--- src/rtl/lieat_exu_muldiv_arb.sv ---
// Round-robin share of one muldiv unit between two issue lanes; an in-order
// owner FIFO steers each unit result back to the lane that issued it.
module lieat_exu_muldiv_arb #(
  parameter int XLEN       = 32,
  parameter int RGIDX_SIZE = 5,
  parameter int DEPTH      = 2
) (
  input  logic                  clk,
  input  logic                  rst,

  input  logic                  req0_valid,
  output logic                  req0_ready,
  input  logic [XLEN-1:0]       req0_pc,
  input  logic [XLEN-1:0]       req0_src1,
  input  logic [XLEN-1:0]       req0_src2,
  input  logic [XLEN-1:0]       req0_infobus,
  input  logic [RGIDX_SIZE-1:0] req0_rd,
  input  logic                  req0_rdwen,

  input  logic                  req1_valid,
  output logic                  req1_ready,
  input  logic [XLEN-1:0]       req1_pc,
  input  logic [XLEN-1:0]       req1_src1,
  input  logic [XLEN-1:0]       req1_src2,
  input  logic [XLEN-1:0]       req1_infobus,
  input  logic [RGIDX_SIZE-1:0] req1_rd,
  input  logic                  req1_rdwen,

  output logic                  mdu_i_valid,
  input  logic                  mdu_i_ready,
  output logic [XLEN-1:0]       mdu_i_pc,
  output logic [XLEN-1:0]       mdu_i_src1,
  output logic [XLEN-1:0]       mdu_i_src2,
  output logic [XLEN-1:0]       mdu_i_infobus,
  output logic [RGIDX_SIZE-1:0] mdu_i_rd,
  output logic                  mdu_i_rdwen,

  input  logic                  mdu_o_valid,
  output logic                  mdu_o_ready,
  input  logic [XLEN-1:0]       mdu_o_pc,
  input  logic [XLEN-1:0]       mdu_o_data,
  input  logic [RGIDX_SIZE-1:0] mdu_o_rd,
  input  logic                  mdu_o_wen,

  output logic                  rsp0_valid,
  input  logic                  rsp0_ready,
  output logic [XLEN-1:0]       rsp0_pc,
  output logic [XLEN-1:0]       rsp0_data,
  output logic [RGIDX_SIZE-1:0] rsp0_rd,
  output logic                  rsp0_wen,

  output logic                  rsp1_valid,
  input  logic                  rsp1_ready,
  output logic [XLEN-1:0]       rsp1_pc,
  output logic [XLEN-1:0]       rsp1_data,
  output logic [RGIDX_SIZE-1:0] rsp1_rd,
  output logic                  rsp1_wen,

  output logic                  busy,
  output logic                  err_orphan
);

  localparam int AW = $clog2(DEPTH);

  logic             rr_ptr;
  logic [DEPTH-1:0] owner;
  logic [AW:0]      wptr, rptr;
  logic             fifo_full, fifo_empty;
  logic             grant0, grant1, can_issue, push, pop, head, head_ready;

  assign fifo_empty = (wptr == rptr);
  assign fifo_full  = (wptr[AW] != rptr[AW]) && (wptr[AW-1:0] == rptr[AW-1:0]);
  assign busy       = ~fifo_empty;

  // rr_ptr only matters on a tie; a lone requester always wins
  assign grant1 = req1_valid & (~req0_valid | rr_ptr);
  assign grant0 = req0_valid & (~req1_valid | ~rr_ptr);

  // full blocks issue even when a pop lands in the same cycle
  assign can_issue   = mdu_i_ready & ~fifo_full;
  assign mdu_i_valid = (req0_valid | req1_valid) & ~fifo_full;
  assign req0_ready  = grant0 & can_issue;
  assign req1_ready  = grant1 & can_issue;
  assign push        = mdu_i_valid & mdu_i_ready;

  assign mdu_i_pc      = grant1 ? req1_pc      : req0_pc;
  assign mdu_i_src1    = grant1 ? req1_src1    : req0_src1;
  assign mdu_i_src2    = grant1 ? req1_src2    : req0_src2;
  assign mdu_i_infobus = grant1 ? req1_infobus : req0_infobus;
  assign mdu_i_rd      = grant1 ? req1_rd      : req0_rd;
  assign mdu_i_rdwen   = grant1 ? req1_rdwen   : req0_rdwen;

  // result return: head of the owner FIFO selects the destination lane
  assign head        = owner[rptr[AW-1:0]];
  assign head_ready  = head ? rsp1_ready : rsp0_ready;
  assign mdu_o_ready = head_ready & ~fifo_empty;
  assign rsp0_valid  = mdu_o_valid & ~fifo_empty & ~head;
  assign rsp1_valid  = mdu_o_valid & ~fifo_empty & head;
  assign pop         = mdu_o_valid & mdu_o_ready;

  assign rsp0_pc   = mdu_o_pc;
  assign rsp0_data = mdu_o_data;
  assign rsp0_rd   = mdu_o_rd;
  assign rsp0_wen  = mdu_o_wen;
  assign rsp1_pc   = mdu_o_pc;
  assign rsp1_data = mdu_o_data;
  assign rsp1_rd   = mdu_o_rd;
  assign rsp1_wen  = mdu_o_wen;

  always_ff @(posedge clk or posedge rst) begin
    if (rst) begin
      rr_ptr     <= 1'b0;
      owner      <= '0;
      wptr       <= '0;
      rptr       <= '0;
      err_orphan <= 1'b0;
    end else begin
      if (push) begin
        owner[wptr[AW-1:0]] <= grant1;
        wptr                <= wptr + 1'b1;
        rr_ptr              <= ~grant1;
      end
      if (pop)
        rptr <= rptr + 1'b1;
      if (mdu_o_valid & fifo_empty)
        err_orphan <= 1'b1;
    end
  end

endmodule

--- config.mk ---
export PLATFORM = sky130hd
export DESIGN_NAME = lieat_exu_muldiv_arb
export DESIGN_NICKNAME = d
export VERILOG_FILES = /design/src/rtl/lieat_exu_muldiv_arb.sv
export SDC_FILE = /design/constraint.sdc
export NUM_CORES = 1
export LEC_CHECK = 0
export CORE_AREA = 2 2 244 246
export CTS_BUF_LIST = sky130_fd_sc_hd__clkbuf_16
export DETAILED_ROUTE_END_ITERATION = 7
export DIE_AREA = 0 0 246 248
export GPL_ROUTABILITY_DRIVEN = 0
export MAX_ROUTING_LAYER = met4
export PLACE_DENSITY_LB_ADDON = 0.15
export SLEW_MARGIN = 20
export SYNTH_ARGS = -nofsm -noshare
export SYNTH_HDL_FRONTEND = slang
export SYNTH_SLANG_ARGS = --single-unit
--- constraint.sdc ---
create_clock -name clk -period 4.4 [get_ports clk]
set_clock_uncertainty 0.1 [all_clocks]
set_input_delay 1.1 -clock clk [delete_from_list [all_inputs] [get_ports clk]]
set_output_delay 1.1 -clock clk [all_outputs]
set_load 0.1 [all_outputs]
## Yosys cells after proc, flatten, opt, wreduce, memory -nomap -nowiden

Cells that the tools add are included.

- Add/sub/neg operators: 2
- Mux-type cells: 12
- Reduce and logical (&&, ||, !) cells: 2
- Order comparisons: 3
- Bitwise operators: 23
- Equal/unequal tests: 3

Operators by type and width:

| cell | number |
|---|---|
| $mux W32 | 4 |
| $and A1 B1 Y1 | 13 |
| $not A1 Y1 | 7 |
| $mux W1 | 5 |
| $mux W5 | 1 |
| $add A2 B1 Y2 const B | 2 |
| $lt A1 B2 Y1 const B | 2 |
| $or A1 B1 Y1 | 3 |
| $bwmux W2 | 1 |
| $eq A2 B2 Y1 | 1 |
| $logic_and A1 B1 Y1 | 2 |
| $demux W1 S1 | 1 |
| $eq A1 B1 Y1 | 1 |
| $ge A1 B1 Y1 const B | 1 |
| $ne A1 B1 Y1 | 1 |

- Bits in registers: 8
- Bits of input ports: 346

## Logic depth before layout (Yosys ltp)

Gate-level depths: netlist of run 1.

- Depth after elaboration: 5
- Gate-level depth with buffers: 5
- Mapped depth without buffers: 4

## Worst setup path after synthesis of run 1

No wires, ideal clock.

- Path kind: input to output
- Start point: in mdu_i_ready
- End point: out req0_ready
- Setup slack: -0.248 ns
- Arrival time: 3.448 ns
- Data required time: 3.200 ns
- Stages on the path: 2
- Cells stage by stage: o21ai_1 -> a211oi_1

- Word-level cells in the longest chain between the ends: 2

Ends and longest elaborated chain:

| item | line | text |
|---|---|---|
| start, declared | 30 | `input logic mdu_i_ready,` |
| $and A1 B1 Y1 | 80 | `assign can_issue = mdu_i_ready & ~fifo_full;` |
| $and A1 B1 Y1 | 82 | `assign req0_ready = grant0 & can_issue;` |
| end, declared | 12 | `output logic req0_ready,` |

Every way passes these cells.

## Final worst setup path of run 1

- Start point: in req0_valid
- End point: out mdu_i_pc[8]

- Word-level cells in the longest chain between the ends: 4

Ends and longest elaborated chain:

| item | line | text |
|---|---|---|
| start, declared | 11 | `input logic req0_valid,` |
| $not A1 Y1 | 76 | `assign grant1 = req1_valid & (~req0_valid \| rr_ptr);` |
| $or A1 B1 Y1 | 76 |  |
| $and A1 B1 Y1 | 76 |  |
| $mux W32 | 86 | `assign mdu_i_pc = grant1 ? req1_pc : req0_pc;` |
| end, declared | 31 | `output logic [XLEN-1:0] mdu_i_pc,` |

Every way passes these cells.

==> reports/metrics.csv, run 1 <==
stage;metric;value;unit
route;dr.pass1.iters;4;
route;drt-initial-drc-count;30;
power;leakage;3.23;nW
timing;period_share;0.945;
route;wl;19.3;mm
die;core;58500;sq um
setup_path;reg2reg_from;rptr[0];
outcome;status;completed;
setup_path;critPathKind;input pin to output port;
cts;cts_tree;yes;
timing;drv_slew;0;
worst_hold_path;hp-start;err_orphan;
cts;hold_buffers;0;
timing;period_minus_slack;4.16;ns
route;drc;0;
timing;setup_viol_count_final;0;
cts;clockRootBuffer;clkbuf_16;
timing;finalHoldViolCount;0;
die;ios;628;
setup_path;worstPathRequired;3.20;ns
die;die_w;246;um
cts;post_cts_resized;0;
die;rows;89;
yosys;netlist_area;3120;sq um
setup_path;startpoint;req0_valid;
flow_run;drv_cap;0;
cts;path_clk_slew;0.04;ns
place;place_inst;1376;
cts;clkSinkCount;8;
power;cellPowerDensity;420;nW/um^2
yosys;synth.net_count;680;
cts;h-tree-depth;1;
cells_and_area;seq_area;200;sq um
yosys;ys_ff_latch;8;
setup_path;crit_slowest_cell;clkdlybuf4s50_1;
cells_and_area;nets;954;
setup_path;end_kind;output port;
cells_and_area;stdcell_count;1380;
setup_path;startpoint_type;input pin;
cts;post_cts_buffers;0;
cells_and_area;fillCellCount;6588;
yosys;synth_cells;334;
yosys;avgSynthCellArea;9.33;sq um
die;start_util;0.0533;
cts;numCtsBuffers;3;
setup_path;path_max_fanout;24;
timing;tns;0;ns
route;wl_per_cell;14.0;um
place;port_buffers;417;
timing;rsz0062_at_grt;false;
setup_path;crit_family;buffers and inverters;
grt;grt_usage;0.0572;
grt;antenna_found_initial;1;
route;antenna_left;0;
grt;grt_first_pass_wirelength;25.1;mm
route;dr_total_vias;3431;
yosys;synth.distinct_cells;21;
setup_path;crit_top_cell;buf_12;
grt;grt_pass1_vias;3726;
yosys;synth_seq_area_share;0.0643;
grt;grt-ovfl-total;0;
yosys;ys_warn_count;0;
power;peakVddDrop;0.204;mV
grt;grt_max_degree;52;
cts;clock_path_buffers;2;
setup_path;cp_slowest_stage_delay;0.52;ns
timing;worst_pin_slew;0.962;ns
timing;fmax;240;MHz
worst_hold_path;hp-class;register to register;
cells_and_area;drive_above_1_share;0.460;
route;viasPerCell;2.49;
power;total_power;3.64;mW
cells_and_area;area_delta_synth_final;178;%
setup_path;cp_cell_sequence;clkdlybuf4s50_1, inv_1, o21ai_4, buf_12, buf_12, mux2_2, buf_12;
cells_and_area;multi_input_area;1750;sq um
die;fp.dieArea;61000;sq um
timing;relSlewSlack;0.357;
setup_path;path_buf_inv;5;
setup_path;arrival;2.96;ns
die;dieHeight;248;um
cells_and_area;final_util;0.148;
place;hpwl;17.7;mm
cts;clock_latency;0.23;ns
cell families after synthesis:
family	count (synthesis)	share of synthesized area
XOR/XNOR	7	0.0221
buffers and inverters	160	0.378
AND/OR/NAND/NOR	12	0.0209
flip-flops	8	0.0643
multiplexers	138	0.497
AO/OA/AOI/OAI	9	0.0177
registers in the layout, summed over array words and instances (netlist names):
signal / cells
owner: 2
err_orphan: 1
wptr: 2
rr_ptr: 1
rptr: 2
synthesized netlist by cell type:
library cell | instances | area share
buf_4 | 153 | 0.37
mux2_2 | 122 | 0.44
mux2_1 | 12 | 0.043
dfrtp_1 | 8 | 0.064
nor2_1 | 8 | 0.0096
inv_1 | 5 | 0.0060
mux2i_1 | 4 | 0.013
o21ai_1 | 4 | 0.0064
xnor2_1 | 3 | 0.0084
xor2_1 | 3 | 0.0084
buf_2 | 2 | 0.0032
a211oi_1 | 1 | 0.0024
a21o_1 | 1 | 0.0024
a21oi_1 | 1 | 0.0016
a31oi_1 | 1 | 0.0020
and3_1 | 1 | 0.0020
nand3b_2 | 1 | 0.0036
nor3_1 | 1 | 0.0016
nor3b_2 | 1 | 0.0040
o21a_2 | 1 | 0.0028
xor2_2 | 1 | 0.0052
layout by cell type, fill, tap and decap left out, types with 3 or more instances in the layout:
master and instances:
buf_12 141, buf_4 7, clkbuf_16 3, clkdlybuf4s50_1 276, dfrtp_1 8, inv_1 5, mux2_1 12, mux2_2 122
mux2i_1 4, nor2_1 8, o21ai_1 3, xnor2_1 3, xor2_1 3
cell type report:
class | count | share of cell area
multi-input combinational | 166 | 0.203
tap | 773 | 0.112
timing repair buffer | 424 | 0.651
sequential | 8 | 0.0231
inverter | 5 | 0.00217
antenna | 1 | 0.000289
clock buffer | 3 | 0.00867
stage by stage:
stage	setup slack (ns)	instance area, sq um	hold WS [ns]
after global placement	0.204	8580	0.349
final	0.242	8660	0.354
after global routing	0.166	8660	0.387
after floorplan	0.369	3120	0.391
after detailed placement	0.191	8580	0.351
after CTS	0.189	8650	0.360
path summary, 6_finish.rpt:
path,to,slack [ns],cells after the start
worst max-delay path,mdu_i_pc[8],0.24,7
worst min-delay path,err_orphan,0.35,1
worst max register to register,rptr[0],2.68,4
worst min register to register,err_orphan,0.35,1
max in group asynchronous,wptr[0],2.92,2
min in group asynchronous,err_orphan,1.03,2
metal layers:
layer,part of all wire,track usage,routed length (um)
met1,0.35,0.0582,6770
met2,0.47,0.0960,9140
met3,0.17,0.0354,3210
met4,0.0088,0.00695,170
met5,0,-,0
where the power goes:
part	internal [mW]	switching, mW
combinational	1.24	2.09
clock	0.117	0.0377
sequential	0.109	0.0439
Power figures use the tool's default switching activity.
==> inputs of run 2 (changes only) <==
Settings changed: SKIP_CTS_REPAIR_TIMING set to 1.
==> results of run 2 <==
No change in the layout: final DEF, timing and power equal those of run 1.
